===== config.mk =====
export PLATFORM = sky130hd
export DESIGN_NAME = instr_buffer_fill_ctrl
export DESIGN_NICKNAME = d
export VERILOG_FILES = /design/src/rtl/instr_buf_pkg.sv /design/src/rtl/ib_storage_ram.sv /design/src/rtl/instr_buffer_fill_ctrl.sv
export SDC_FILE = /design/constraint.sdc
export NUM_CORES = 1
export LEC_CHECK = 0
export CORE_AREA = 2 2 205 359
export CTS_BUF_LIST = sky130_fd_sc_hd__clkbuf_8 sky130_fd_sc_hd__clkbuf_16
export DETAILED_ROUTE_END_ITERATION = 8
export DIE_AREA = 0 0 207 361
export GPL_ROUTABILITY_DRIVEN = 0
export PLACE_DENSITY_LB_ADDON = 0.3
export SKIP_CTS_REPAIR_TIMING = 1
export SLEW_MARGIN = 20
export SYNTH_ARGS = -nofsm -noshare
export SYNTH_HDL_FRONTEND = slang
export SYNTH_SLANG_ARGS = --single-unit

===== constraint.sdc =====
create_clock -name clk -period 11.12 [get_ports clk]
set_clock_uncertainty 0.1 [all_clocks]
set_input_delay 2.224 -clock clk [delete_from_list [all_inputs] [get_ports clk]]
set_output_delay 2.224 -clock clk [all_outputs]
set_load 0.005 [all_outputs]

===== src/rtl/instr_buf_pkg.sv =====
// Shared types and default sizing for the instruction fill buffer.
package instr_buf_pkg;
  localparam int IWS   = 32;
  localparam int BS    = 16;
  localparam int IDX_W = $clog2(BS);
  localparam int CNT_W = IDX_W + 1;

  typedef enum logic {SWEEP = 1'b0, RUN = 1'b1} state_t;
endpackage


===== src/rtl/ib_storage_ram.sv =====
// bs x IWS register array: one write port, two asynchronous read ports.
module ib_storage_ram #(
  parameter int IWS   = 32,
  parameter int DEPTH = 16,
  localparam int AW   = $clog2(DEPTH)
) (
  input  logic           clk,
  input  logic           we,
  input  logic [AW-1:0]  waddr,
  input  logic [IWS-1:0] wdata,
  input  logic [AW-1:0]  raddr_a,
  output logic [IWS-1:0] rdata_a,
  input  logic [AW-1:0]  raddr_b,
  output logic [IWS-1:0] rdata_b
);
  logic [DEPTH-1:0][IWS-1:0] mem;

  // No reset on the array; the sweep after reset clears every slot.
  always_ff @(posedge clk)
    if (we) mem[waddr] <= wdata;

  assign rdata_a = mem[raddr_a];
  assign rdata_b = mem[raddr_b];
endmodule


===== src/rtl/instr_buffer_fill_ctrl.sv =====
// Circular instruction buffer with slot-clear sweep and validator port mux.
// Optional ZERO_FILTER_EN: accept but do not store all-zero words.
module instr_buffer_fill_ctrl
  import instr_buf_pkg::*;
#(
  parameter int Instruction_word_size = IWS,
  parameter int bs                    = BS,
  localparam int AW = $clog2(bs),
  localparam int CW = AW + 1
) (
  input  logic                             clk,
  input  logic                             rst,
  input  logic                             in_valid,
  input  logic [Instruction_word_size-1:0] in_instr,
  output logic                             in_ready,
  input  logic                             rd_en,
  output logic [Instruction_word_size-1:0] rd_instr,
  output logic                             rd_valid,
  input  logic                             flush,
  output logic [AW-1:0]                    buffer_index,
  output logic [Instruction_word_size-1:0] Instr_in,
  output logic [CW-1:0]                    count,
  output logic                             full,
  output logic                             empty
);
  state_t                           state;
  logic [AW-1:0]                    wr_ptr, rd_ptr, sweep_cnt;
  logic [CW-1:0]                    cnt;
  logic                             run, clr, pop, push;
  logic                             we;
  logic [AW-1:0]                    waddr;
  logic [Instruction_word_size-1:0] wdata, refresh_word;

  assign run   = (state == RUN);
  assign clr   = rst | flush;
  assign full  = (cnt == CW'(bs));
  assign empty = (cnt == '0);
  assign count = cnt;

  // Pop owns the write/validator port, so a pending push waits a cycle.
  assign pop      = run & ~clr & rd_en & ~empty;
  assign in_ready = run & ~clr & ~full & ~pop;
  assign rd_valid = run & ~empty;
`ifdef ZERO_FILTER_EN
  assign push = in_valid & in_ready & (|in_instr);
`else
  assign push = in_valid & in_ready;
`endif

  always_comb begin
    we           = 1'b0;
    waddr        = wr_ptr;
    wdata        = in_instr;
    buffer_index = wr_ptr;
    Instr_in     = refresh_word;
    if (!run) begin
      we           = ~clr;
      waddr        = sweep_cnt;
      wdata        = '0;
      buffer_index = sweep_cnt;
      Instr_in     = '0;
    end else if (pop) begin
      we           = 1'b1;
      waddr        = rd_ptr;
      wdata        = '0;
      buffer_index = rd_ptr;
      Instr_in     = '0;
    end else if (push) begin
      we           = 1'b1;
      Instr_in     = in_instr;
    end
  end

  always_ff @(posedge clk) begin
    if (clr) begin
      state     <= SWEEP;
      wr_ptr    <= '0;
      rd_ptr    <= '0;
      cnt       <= '0;
      sweep_cnt <= '0;
    end else if (!run) begin
      sweep_cnt <= sweep_cnt + AW'(1);
      if (sweep_cnt == AW'(bs - 1)) state <= RUN;
    end else if (pop) begin
      rd_ptr <= rd_ptr + AW'(1);
      cnt    <= cnt - CW'(1);
    end else if (push) begin
      wr_ptr <= wr_ptr + AW'(1);
      cnt    <= cnt + CW'(1);
    end
  end

  ib_storage_ram #(.IWS(Instruction_word_size), .DEPTH(bs)) u_ram (
    .clk     (clk),
    .we      (we),
    .waddr   (waddr),
    .wdata   (wdata),
    .raddr_a (rd_ptr),
    .rdata_a (rd_instr),
    .raddr_b (wr_ptr),
    .rdata_b (refresh_word)
  );
endmodule

# [Word-level counts from Yosys, hierarchy flattened]
# Index checks and enable logic that the tools add are counted.
[totals] regBits=530 out_inout_bits=77 elab_cells=71
[op_classes] reduce_logical=6 magnitude_cmp=4 bitwise_logic=12 eq_ne=2 n_mux=21 addsub=5
[op_table] cell="$bwmux W512" n=1
[op_table] cell="$bmux W32 S4" n=2
[op_table] cell="$mux W32" n=8
[op_table] cell="$demux W32 S4" n=1
[op_table] cell="$lt A4 B5 Y1 const B" n=3
[op_table] cell="$add A4 B1 Y4 const B" n=3
[op_table] cell="$mux W5" n=2
[op_table] cell="$mux W4" n=2
[op_table] cell="$and A1 B1 Y1" n=7
[op_table] cell="$add A5 B1 Y5 const B" n=1
[op_table] cell="$eq A5 B5 Y1 const B" n=1
[op_table] cell="$logic_not A5 Y1" n=1
[op_table] cell="$mux W1" n=5
[op_table] cell="$sub A5 B1 Y5 const B" n=1
[op_table] cell="$eq A4 B4 Y1 const B" n=1
[op_table] cell="$ge A4 B1 Y1 const B" n=1
[op_table] cell="$not A1 Y1" n=4
[op_table] cell="$reduce_and A2 Y1" n=2
[op_table] cell="$reduce_and A3 Y1" n=1
[op_table] cell="$reduce_bool A2 Y1" n=1
[op_table] cell="$logic_and A1 B1 Y1" n=1
[op_table] cell="$or A1 B1 Y1" n=1

# [Logic depth before layout (Yosys ltp)]
# Gate-level depths: netlist of run 1.
[depth] word_depth=12 mapped_depth=9 ltp_nobuf=8

# [Hierarchy]
# A second synthesis of run 1 with hierarchy kept.
[hier_totals] cells_unflattened=1347 hier_area_um2=24651.1
[modules_own_cells] module="ib_storage_ram" instances=1 area_each_um2=22904.5 cells_each=1077 seq_area_each_um2=15374.7
[modules_own_cells] module="instr_buffer_fill_ctrl" instances=1 area_each_um2=1746.7 cells_each=270 seq_area_each_um2=360.3

# [Worst setup path after synthesis of run 1]
# No wires, ideal clock.
[synth_path] kind="input to output" start="input flush" end="output Instr_in[10]" t_arrival_ns=3.621 path_stages=4 required_time_ns=8.796 path_slack_ns=5.175 n_path_buf=1 cell_sequence="or2_2 -> a2111oi_4 -> clkbuf_1 -> a22o_1"
[synth_via] elab_chain_len=11 elab_cells_between_ends=12
[synth_lines] element="from (decl)" line="instr_buffer_fill_ctrl.sv:19" rtl="input logic flush,"
[synth_lines] element="$or A1 B1 Y1 *" line="instr_buffer_fill_ctrl.sv:35" rtl="assign clr = rst | flush;"
[synth_lines] element="$not A1 Y1 *" line="instr_buffer_fill_ctrl.sv:41, instr_buffer_fill_ctrl.sv:42"
[synth_lines] element="$and A1 B1 Y1 *" line="instr_buffer_fill_ctrl.sv:41, instr_buffer_fill_ctrl.sv:42"
[synth_lines] element="$and A1 B1 Y1 (2 in series)" line="instr_buffer_fill_ctrl.sv:41" rtl="assign pop = run & ~clr & rd_en & ~empty;"
[synth_lines] element="$not A1 Y1 (no source line)"
[synth_lines] element="$and A1 B1 Y1" line="instr_buffer_fill_ctrl.sv:42" rtl="assign in_ready = run & ~clr & ~full & ~pop;"
[synth_lines] element="$and A1 B1 Y1" line="instr_buffer_fill_ctrl.sv:47" rtl="assign push = in_valid & in_ready;"
[synth_lines] element="$mux W32" line="instr_buffer_fill_ctrl.sv:68" rtl="end else if (push) begin"
[synth_lines] element="$mux W32 *" line="instr_buffer_fill_ctrl.sv:62" rtl="end else if (pop) begin"
[synth_lines] element="$mux W32 *" line="instr_buffer_fill_ctrl.sv:56" rtl="if (!run) begin"
[synth_lines] element="to (decl)" line="instr_buffer_fill_ctrl.sv:21" rtl="output logic [Instruction_word_size-1:0] Instr_in,"
# Mark *: on every way between the ends. The rest lies on a longest branch, timed or not.

# [Worst setup path after layout of run 1]
[layout_path] start="input flush" end="output Instr_in[26]"
# Same word-level chain as after synthesis.

==> flow_summary.json, run 1 <==
{
  "run_status": "complete, no violations",
  "synthesis.nets": 1299,
  "final_common_cell": "edfxtp_1",
  "finalSetupViolCount": 0,
  "power_frac_seq": 0.554,
  "fmax_ghz": 0.1312,
  "insertion_delay_ps": 580,
  "initialDrtViolationCount": 1075,
  "cts_tree": "built",
  "holdWs_ps": 408.5,
  "drv_slew": 0,
  "min_to": "run",
  "cts_made_buffers": 48,
  "cp.arrival_ps": 5300,
  "final_util": 0.4024,
  "area_growth_pct": 15.24,
  "grt.total_usage": 0.1819,
  "p_leak_nw": 9.359,
  "synth_top_area_share": 0.6152,
  "min-delay-start": "sweep_cnt[3]",
  "syn_area_per_cell_um2": 19.91,
  "wl_um": 67690,
  "syn_inst": 1255,
  "clkTransAtPathRegs_ps": 60,
  "io_pins": 114,
  "fin_crit_ps": 7619,
  "syn_area_um2": 24990,
  "ys_seq_area_frac": 0.6297,
  "overflow": 0,
  "cts.root.buffer_cell": "clkbuf_16",
  "grt_pass1_wl_um": 99770,
  "ys.flop_type": "edfxtp_1",
  "worst_setup_path_end_kind": "output port",
  "synth_area_leaders": "edfxtp_1 (62%), mux4_2 (26%), mux2i_1 (1.6%)",
  "vias": 13370,
  "grt_pass1_vias": 14570,
  "clock_path_buffers": 3,
  "fin_setup_tns_ps": 0,
  "slew_headroom": 0.2541,
  "rsz0062_at_grt": "no",
  "worst_pin_slew_ps": 1119,
  "drt_first_pass_iters": 5,
  "hold_viol": 0,
  "final_cell_mix": "edfxtp_1 (512), mux4_2 (288), clkdlybuf4s50_1 (113)",
  "yosys_warnings": 0,
  "p_int_mw": 3.129,
  "min_path_cells": 2,
  "start_util": 0.3492,
  "drc": 0,
  "finalCritPeriodShare": 0.6852,
  "yosys.area.top_type": "edfxtp_1",
  "sw_frac_of_total": 0.1991,
  "yosys_register_bits": 530,
  "required_ps": 8800,
  "synth-async-reset-ratio": 0,
  "cp_max_fo": 31,
  "r2r_cells": 7,
  "rrSetupSlack_ps": 7100,
  "die_height_um": 361,
  "min_path_type": "register to register",
  "r2r-start": "count[0]",
  "power_mw": 3.907,
  "viasPerCell": 5.809,
  "synth_cell_types": 53,
  "drive_above_1_share": 0.3062,
  "power.share.clock": 0.429,
  "antenna_cells": 0,
  "ant_nets": 0,
  "p_comb_frac": 0.018,
  "powerDensity_nw_per_um2": 135.7,
  "die_w_um": 207,
  "hpwl_um": 35420,
  "cts.sinks": 530,
  "die_area_um2": 74730,
  "ir_drop_mv": 0.09959,
  "grt_max_degree": 98,
  "row_count": 130,
  "synth_edf_count": 512,
  "r2r-end": "u_ram.mem[470]",
  "coreArea_um2": 71570,
  "worst-setup-path-type": "input port to output port",
  "antenna_found_initial": 1,
  "htreeDepth": 2,
  "p_sw_mw": 0.7778,
  "cap_violations": 0,
  "nNetsFinal": 1382,
  "wl_per_cell_um": 29.40,
  "start_kind": "input port",
  "portBuffers": 113
}
-- cells by family (layout without fill, tap and decap cells) --
family	count (synthesis)	after routing	share of synthesized area
AO/OA/AOI/OAI	126	126	0.03770
XOR/XNOR	12	12	0.004206
adder cells (fa/ha/maj)	7	7	0.003805
buffers and inverters	112	235	0.01827
flip-flops	530	530	0.6297
multiplexers	328	328	0.2756
AND/OR/NAND/NOR	140	140	0.03074
-- flip-flops by register name, indices dropped and copies added, names as in the netlist --
signal / count
sweep_cnt: 4
rd_ptr: 4
u_ram.mem: 512
wr_ptr: 4
count: 5
run: 1
-- worst max path at each step --
stage / from / end / slack (ps) / cells past startpoint
2_1_floorplan: flush / Instr_in[10] / 5180 / 4
3_3_place_gp: flush / Instr_in[15] / 3450 / 6
3_5_place_dp: flush / Instr_in[24] / 3400 / 6
4_1_cts: flush / Instr_in[15] / 3390 / 6
5_1_grt: flush / Instr_in[10] / 3300 / 6
6_report: flush / Instr_in[26] / 3500 / 6
-- cells in the mapped netlist (all sizes together), types with 2 or more instances --
cell       n
mux4     288
inv        4
nand2b     2
dfxtp     18
nand4      4
nor2b     34
o211ai     4
and3      32
xor2       8
xnor2      4
ha         6
a21o       2
clkbuf    66
a22o      32
o2111ai    3
or2        3
a311oi     2
o21ai      5
nor4       2
mux2i     39
or4        3
edfxtp   512
or3b       2
nand2     11
buf       42
nand3      5
nor2      40
a211oi    33
a21oi     36
-- layer usage --
metal / global-route usage / up-vias / share of wire
met5: 0 / - / 0
met4: 0.05462 / 0 / 0.024
met3: 0.02344 / 88 / 0.047
met2: 0.3214 / 415 / 0.52
met1: 0.2335 / 7278 / 0.41
li1: - / 5591 / -
-- cell type report --
type,instances,area [um2]
Clock buffer,50,1251
Inverter,4,15.01
Sequential cell,530,15770
Tap cell,924,1156
Clock inverter,40,324.1
Multi-Input combinational cell,613,8920
Fill cell,6368,42770
Timing Repair Buffer,141,1366
-- stage by stage --
stage	std cells	instance area (um2)	setup slack, ps
CTS	2302	28800	3392
global placement	2212	27220	3453
finish	2302	28800	3501
detailed placement	2212	27220	3405
global route	2302	28800	3296
floorplan	1255	24990	5175
-- critical path: stages --
cell,delay (ps)
clkdlybuf4s50_1,460
or2_2,520
a2111oi_4,760
buf_4,570
a22o_1,240
clkdlybuf4s50_1,500
-- power by group through the flow --
stage / sequential, mW / clock [mW] / combinational [mW]
2_1_floorplan: 2.21 / 0 / 0.0283
6_report: 2.16 / 1.67 / 0.0687
5_1_grt: 2.16 / 1.77 / 0.0736
3_5_place_dp: 2.21 / 0 / 0.0700
4_1_cts: 2.16 / 1.71 / 0.0705
3_3_place_gp: 2.21 / 0 / 0.0708
Note: power is estimated with default switching activity, not from simulation.
==> run 2, diff against run 1 <==
- clock period: 11.12 -> 6.6 ns (I/O delays scaled with it)
==> run 2 against run 1 <==
  * Die area unchanged
  * Power grew 66%
  * Non-clock buffer count is 11 higher
  * Utilization increased by 0.087 points
  * Critical path depth unchanged
  * Sequential power grew 69%
  * Worst hold slack better by 3.2 ps
  * Final area is 0.22% higher
  * Worst setup slack got worse by 2200 ps
  * First-iteration DRC count up 22%
  * Via count increased by 1.5%
  * Sequential cell count is the same
  * Critical endpoint is now Instr_in[5]
  * Highest routed layer unchanged
==> flow_summary.json, run 2 (synthesis results as in run 1) <==
{
  "cp_max_fo": 22,
  "grt_max_degree": 64,
  "min_path_type": "register to register",
  "die_height_um": 361,
  "path_cells": "clkdlybuf4s50_1 -> or2_2 -> o31a_2 -> buf_12 -> a22o_1 -> clkdlybuf4s50_1",
  "die_area_um2": 74730,
  "slew_headroom": 0.3128,
  "wl_per_cell_um": 29.58,
  "cp.arrival_ps": 3870,
  "drive_above_1_share": 0.3112,
  "grt_pass1_wl_um": 100200,
  "die_w_um": 207,
  "run_status": "complete, no violations",
  "wl_um": 68300,
  "rsz0062_at_grt": "no",
  "n_fill_cell": 6399,
  "drc": 0,
  "required_ps": 5180,
  "crit_top_cell": "clkdlybuf4s50_1",
  "p_int_mw": 5.165,
  "cts.root.buffer_cell": "clkbuf_16",
  "hpwl_um": 38210,
  "worst-setup-path-type": "input port to output port",
  "largest_register_ffs": 512,
  "antenna_cells": 0,
  "cts_made_buffers": 48,
  "p_comb_frac": 0.018,
  "r2r-start": "count[0]",
  "top_register": "u_ram.mem",
  "final_cell_mix": "edfxtp_1 (512), mux4_2 (288), clkdlybuf4s50_1 (113)",
  "crit_path_max_incr_delay_ps": 620,
  "min-delay-start": "sweep_cnt[3]",
  "p_leak_nw": 9.374,
  "fin_setup_tns_ps": 0,
  "nNetsFinal": 1393,
  "powerDensity_nw_per_um2": 224.5,
  "start_util": 0.3492,
  "insertion_delay_ps": 580,
  "start_kind": "input port",
  "min_path_cells": 2,
  "power.share.clock": 0.420,
  "clkTransAtPathRegs_ps": 60,
  "grt_pass1_vias": 14490,
  "p_sw_mw": 1.314,
  "overflow": 0,
  "initialDrtViolationCount": 1316,
  "final_common_cell": "edfxtp_1",
  "io_pins": 114,
  "ir_drop_mv": 0.1607,
  "vias": 13570,
  "power_mw": 6.480,
  "finalSetupViolCount": 0,
  "ant_nets": 0,
  "viasPerCell": 5.879,
  "grt.total_usage": 0.1828,
  "cap_violations": 0,
  "area_growth_pct": 15.49,
  "fmax_ghz": 0.1889,
  "min_to": "run",
  "cts_tree": "built",
  "drt_first_pass_iters": 5,
  "r2r_cells": 6,
  "antenna_found_initial": 2,
  "worst_setup_path_end_kind": "output port",
  "worst_pin_slew_ps": 1031,
  "drv_slew": 0,
  "row_count": 130,
  "coreArea_um2": 71570,
  "r2r-end": "u_ram.mem[312]",
  "portBuffers": 113,
  "fin_crit_ps": 5294,
  "hold_viol": 0,
  "clock_path_buffers": 3,
  "finalCritPeriodShare": 0.8021,
  "power_frac_seq": 0.562,
  "slowest_stage": "o31a_2",
  "htreeDepth": 2,
  "sw_frac_of_total": 0.2028,
  "cts.sinks": 530,
  "rrSetupSlack_ps": 2540
}
[run 2: cell count changes in the layout (fill, tap and decap cells not counted)]
cell | before | now
buf_12 | 2 | 8
buf_4 | 26 | 31
inv_1 | 14 | 9
clkinv_1 | 11 | 14
bufinv_16 | 5 | 3
clkbuf_16 | 50 | 49
clkinv_2 | 9 | 10
clkinv_8 | 1 | 0
inv_6 | 1 | 2
[run 2: worst max-delay path by stage]
stage | from | endpoint | slack, ps | cells after the start
finish | flush | Instr_in[5] | 1310 | 6
global route | rst | Instr_in[11] | 1160 | 6
CTS | flush | Instr_in[16] | 1240 | 6
detailed placement | rst | Instr_in[16] | 1240 | 6
global placement | flush | Instr_in[7] | 1290 | 6
floorplan | flush | u_ram.mem[64] | 2080 | 5
[run 2: final cells by class]
cell class	instances	area (um2)	share of cell area
Clock buffer	49	1226	0.04249
Clock inverter	37	254.0	0.008800
Inverter	4	15.01	0.0005202
Multi-Input combinational cell	613	8920	0.3091
Sequential cell	530	15770	0.5463
Tap cell	924	1156	0.04006
Timing Repair Buffer	152	1524	0.05280
[run 2: power by group through the flow]
stage | logic, mW | clock network (mW) | registers [mW]
floorplan | 0.0476 | 0 | 3.72
global placement | 0.120 | 0 | 3.72
detailed placement | 0.119 | 0 | 3.72
CTS | 0.120 | 2.78 | 3.64
global route | 0.125 | 2.89 | 3.64
finish | 0.117 | 2.72 | 3.64
[run 2: through the flow]
step	cell area, um2	cells	worst slack (ps)	utilization	hold WS (ps)
after floorplan	24990	1255	2084	-	372.7
after global placement	27380	2223	1289	0.3826	394.5
after detailed placement	27380	2223	1244	0.3826	415.4
after CTS	28860	2309	1244	0.4033	426.6
after global routing	28860	2309	1158	0.4033	444.9
final	28860	2309	1306	0.4033	411.7
[run 2: worst max-delay path, delay by kind of cell]
kind	cells	cell delay, ps
AO/OA/AOI/OAI	2	830
buffers and inverters	3	1170
AND/OR/NAND/NOR	1	510
[run 2: per-layer routing]
metal,share of wire,global-route usage,wire (um)
met1,0.39,0.2334,26610
met2,0.52,0.3235,35550
met3,0.061,0.02231,4175
met4,0.029,0.05868,1968
met5,0,0,0
==> run 3, diff against run 2 <==
- clock period: 6.6 -> 4.4 ns (I/O delays scaled with it)
==> run 3 against run 2 <==
  * Sequential power up 50%
  * Worst setup slack worse by 1100 ps
  * Non-clock buffer count increased by 25
  * Final cell count increased by 1.2%
  * Sequential cell count did not move
  * Critical path type is now register to output port
  * Critical endpoint is now Instr_in[16]
  * Largest cell class unchanged
  * Largest power group unchanged
==> flow_summary.json, run 3 (synthesis results as in run 1) <==
{
  "final_util": 0.4130,
  "insertion_delay_ps": 580,
  "htreeDepth": 2,
  "initialDrtViolationCount": 1218,
  "nNetsFinal": 1417,
  "row_count": 130,
  "wl_um": 68330,
  "r2r_cells": 7,
  "cts.sinks": 530,
  "fin_setup_tns_ps": 0,
  "drc": 0,
  "ant_nets": 0,
  "fin_crit_ps": 4214,
  "cap_violations": 0,
  "start_kind": "register",
  "finalSetupViolCount": 0,
  "dp.cells": 2248,
  "hold_viol": 0,
  "cp_max_fo": 29,
  "finalCritPeriodShare": 0.9578,
  "wl_per_cell_um": 29.25,
  "antenna_cells": 0,
  "cts.root.buffer_cell": "clkbuf_16",
  "grt.total_usage": 0.1826,
  "io_pins": 114,
  "die_height_um": 361,
  "worst_pin_slew_ps": 718.6,
  "overflow": 0,
  "viasPerCell": 5.795,
  "required_ps": 3420,
  "grt_pass1_wl_um": 100000,
  "grt_pass1_vias": 14440,
  "cp.arrival_ps": 3230,
  "portBuffers": 113,
  "start_util": 0.3492,
  "worst_setup_path_end_kind": "output port",
  "top_register": "u_ram.mem",
  "largest_register_ffs": 512,
  "antenna_found_initial": 1,
  "powerDensity_nw_per_um2": 345.3,
  "p_leak_nw": 9.649,
  "area_growth_pct": 18.27,
  "ir_drop_mv": 0.2415,
  "drive_above_1_share": 0.3300,
  "vias": 13540,
  "run_status": "complete, no violations",
  "grt_max_degree": 67,
  "r2r-start": "count[0]",
  "cts_tree": "built",
  "worst-setup-path-type": "register to output port",
  "drt_first_pass_iters": 7,
  "final_common_cell": "edfxtp_1",
  "die_w_um": 207,
  "fmax_ghz": 0.2373,
  "holdWs_ps": 402.4,
  "cp-startpoint": "wr_ptr[0]",
  "r2r-end": "u_ram.mem[150]",
  "n_fill_cell": 6347,
  "hpwl_um": 39100,
  "cts_made_buffers": 47,
  "coreArea_um2": 71570,
  "crit_path_end": "Instr_in[16]",
  "slew_headroom": 0.5209,
  "min_path_type": "register to register",
  "clock_path_buffers": 3,
  "rsz0062_at_grt": "no",
  "rrSetupSlack_ps": 1050,
  "final_cell_mix": "edfxtp_1 (512), mux4_2 (288), clkdlybuf4s50_1 (113)",
  "fin_cells": 2336,
  "drv_slew": 0,
  "clkTransAtPathRegs_ps": 70,
  "die_area_um2": 74730
}
run 3: cell types whose count changed in the layout (fill, tap and decap cells not counted), moves of 2 or more:
cell	delta
inv_1	-4
buf_4	+2
clkinvlp_4	+2
clkinv_1	-3
bufinv_16	+8
buf_12	+21
clkinv_2	-2
run 3: worst max-delay path, cell delays in order (launching register included):
cell and delay (ps):
dfxtp_4 550, buf_16 290, buf_4 210, mux4_2 500
a211oi_1 250, a21oi_1 130, a22o_1 230, clkdlybuf4s50_1 440
run 3: how the worst min path moves through the flow:
stage,from,endpoint,slack [ps],cells after the start
4_1_cts,sweep_cnt[3],run,400,2
3_5_place_dp,sweep_cnt[3],run,400,2
3_3_place_gp,sweep_cnt[3],run,390,2
2_1_floorplan,sweep_cnt[3],run,370,2
5_1_grt,sweep_cnt[3],run,410,2
6_report,sweep_cnt[3],run,400,2
run 3: per-stage QoR:
step                      total power [mW]  setup WS [ps]  cell area (um2)
final                                10.21          185.6            29560
after global routing                 10.48          11.06            29560
after CTS                            10.30          74.68            29540
after detailed placement             5.758          234.6            27840
after global placement               5.757          277.4            27840
after floorplan                      5.651          324.4            24990
run 3: power by group:
| part | switching [mW] | leakage, nW | internal [mW] |
|---|---|---|---|
| sequential | 0.00755 | 5.64 | 5.46 |
| combinational | 0.0831 | 3.18 | 0.0951 |
| clock | 1.91 | 0.830 | 2.65 |
run 3: layout make-up:
type                            count  area (um2)  share of cell area
Sequential cell                   530       15760              0.5333
Multi-Input combinational cell    613        8925              0.3020
Timing Repair Buffer              177        1998             0.06760
Clock buffer                       48        1201             0.04064
Tap cell                          924        1156             0.03911
Clock inverter                     40       498.0             0.01685
Inverter                            4       15.01           0.0005080
run 3: layer usage:
layer / vias up / part of all wire / global-route usage
met5: - / 0 / 0
met4: 0 / 0.024 / 0.05084
met3: 89 / 0.047 / 0.02326
met2: 440 / 0.53 / 0.3269
met1: 7335 / 0.40 / 0.2322
li1: 5674 / - / -
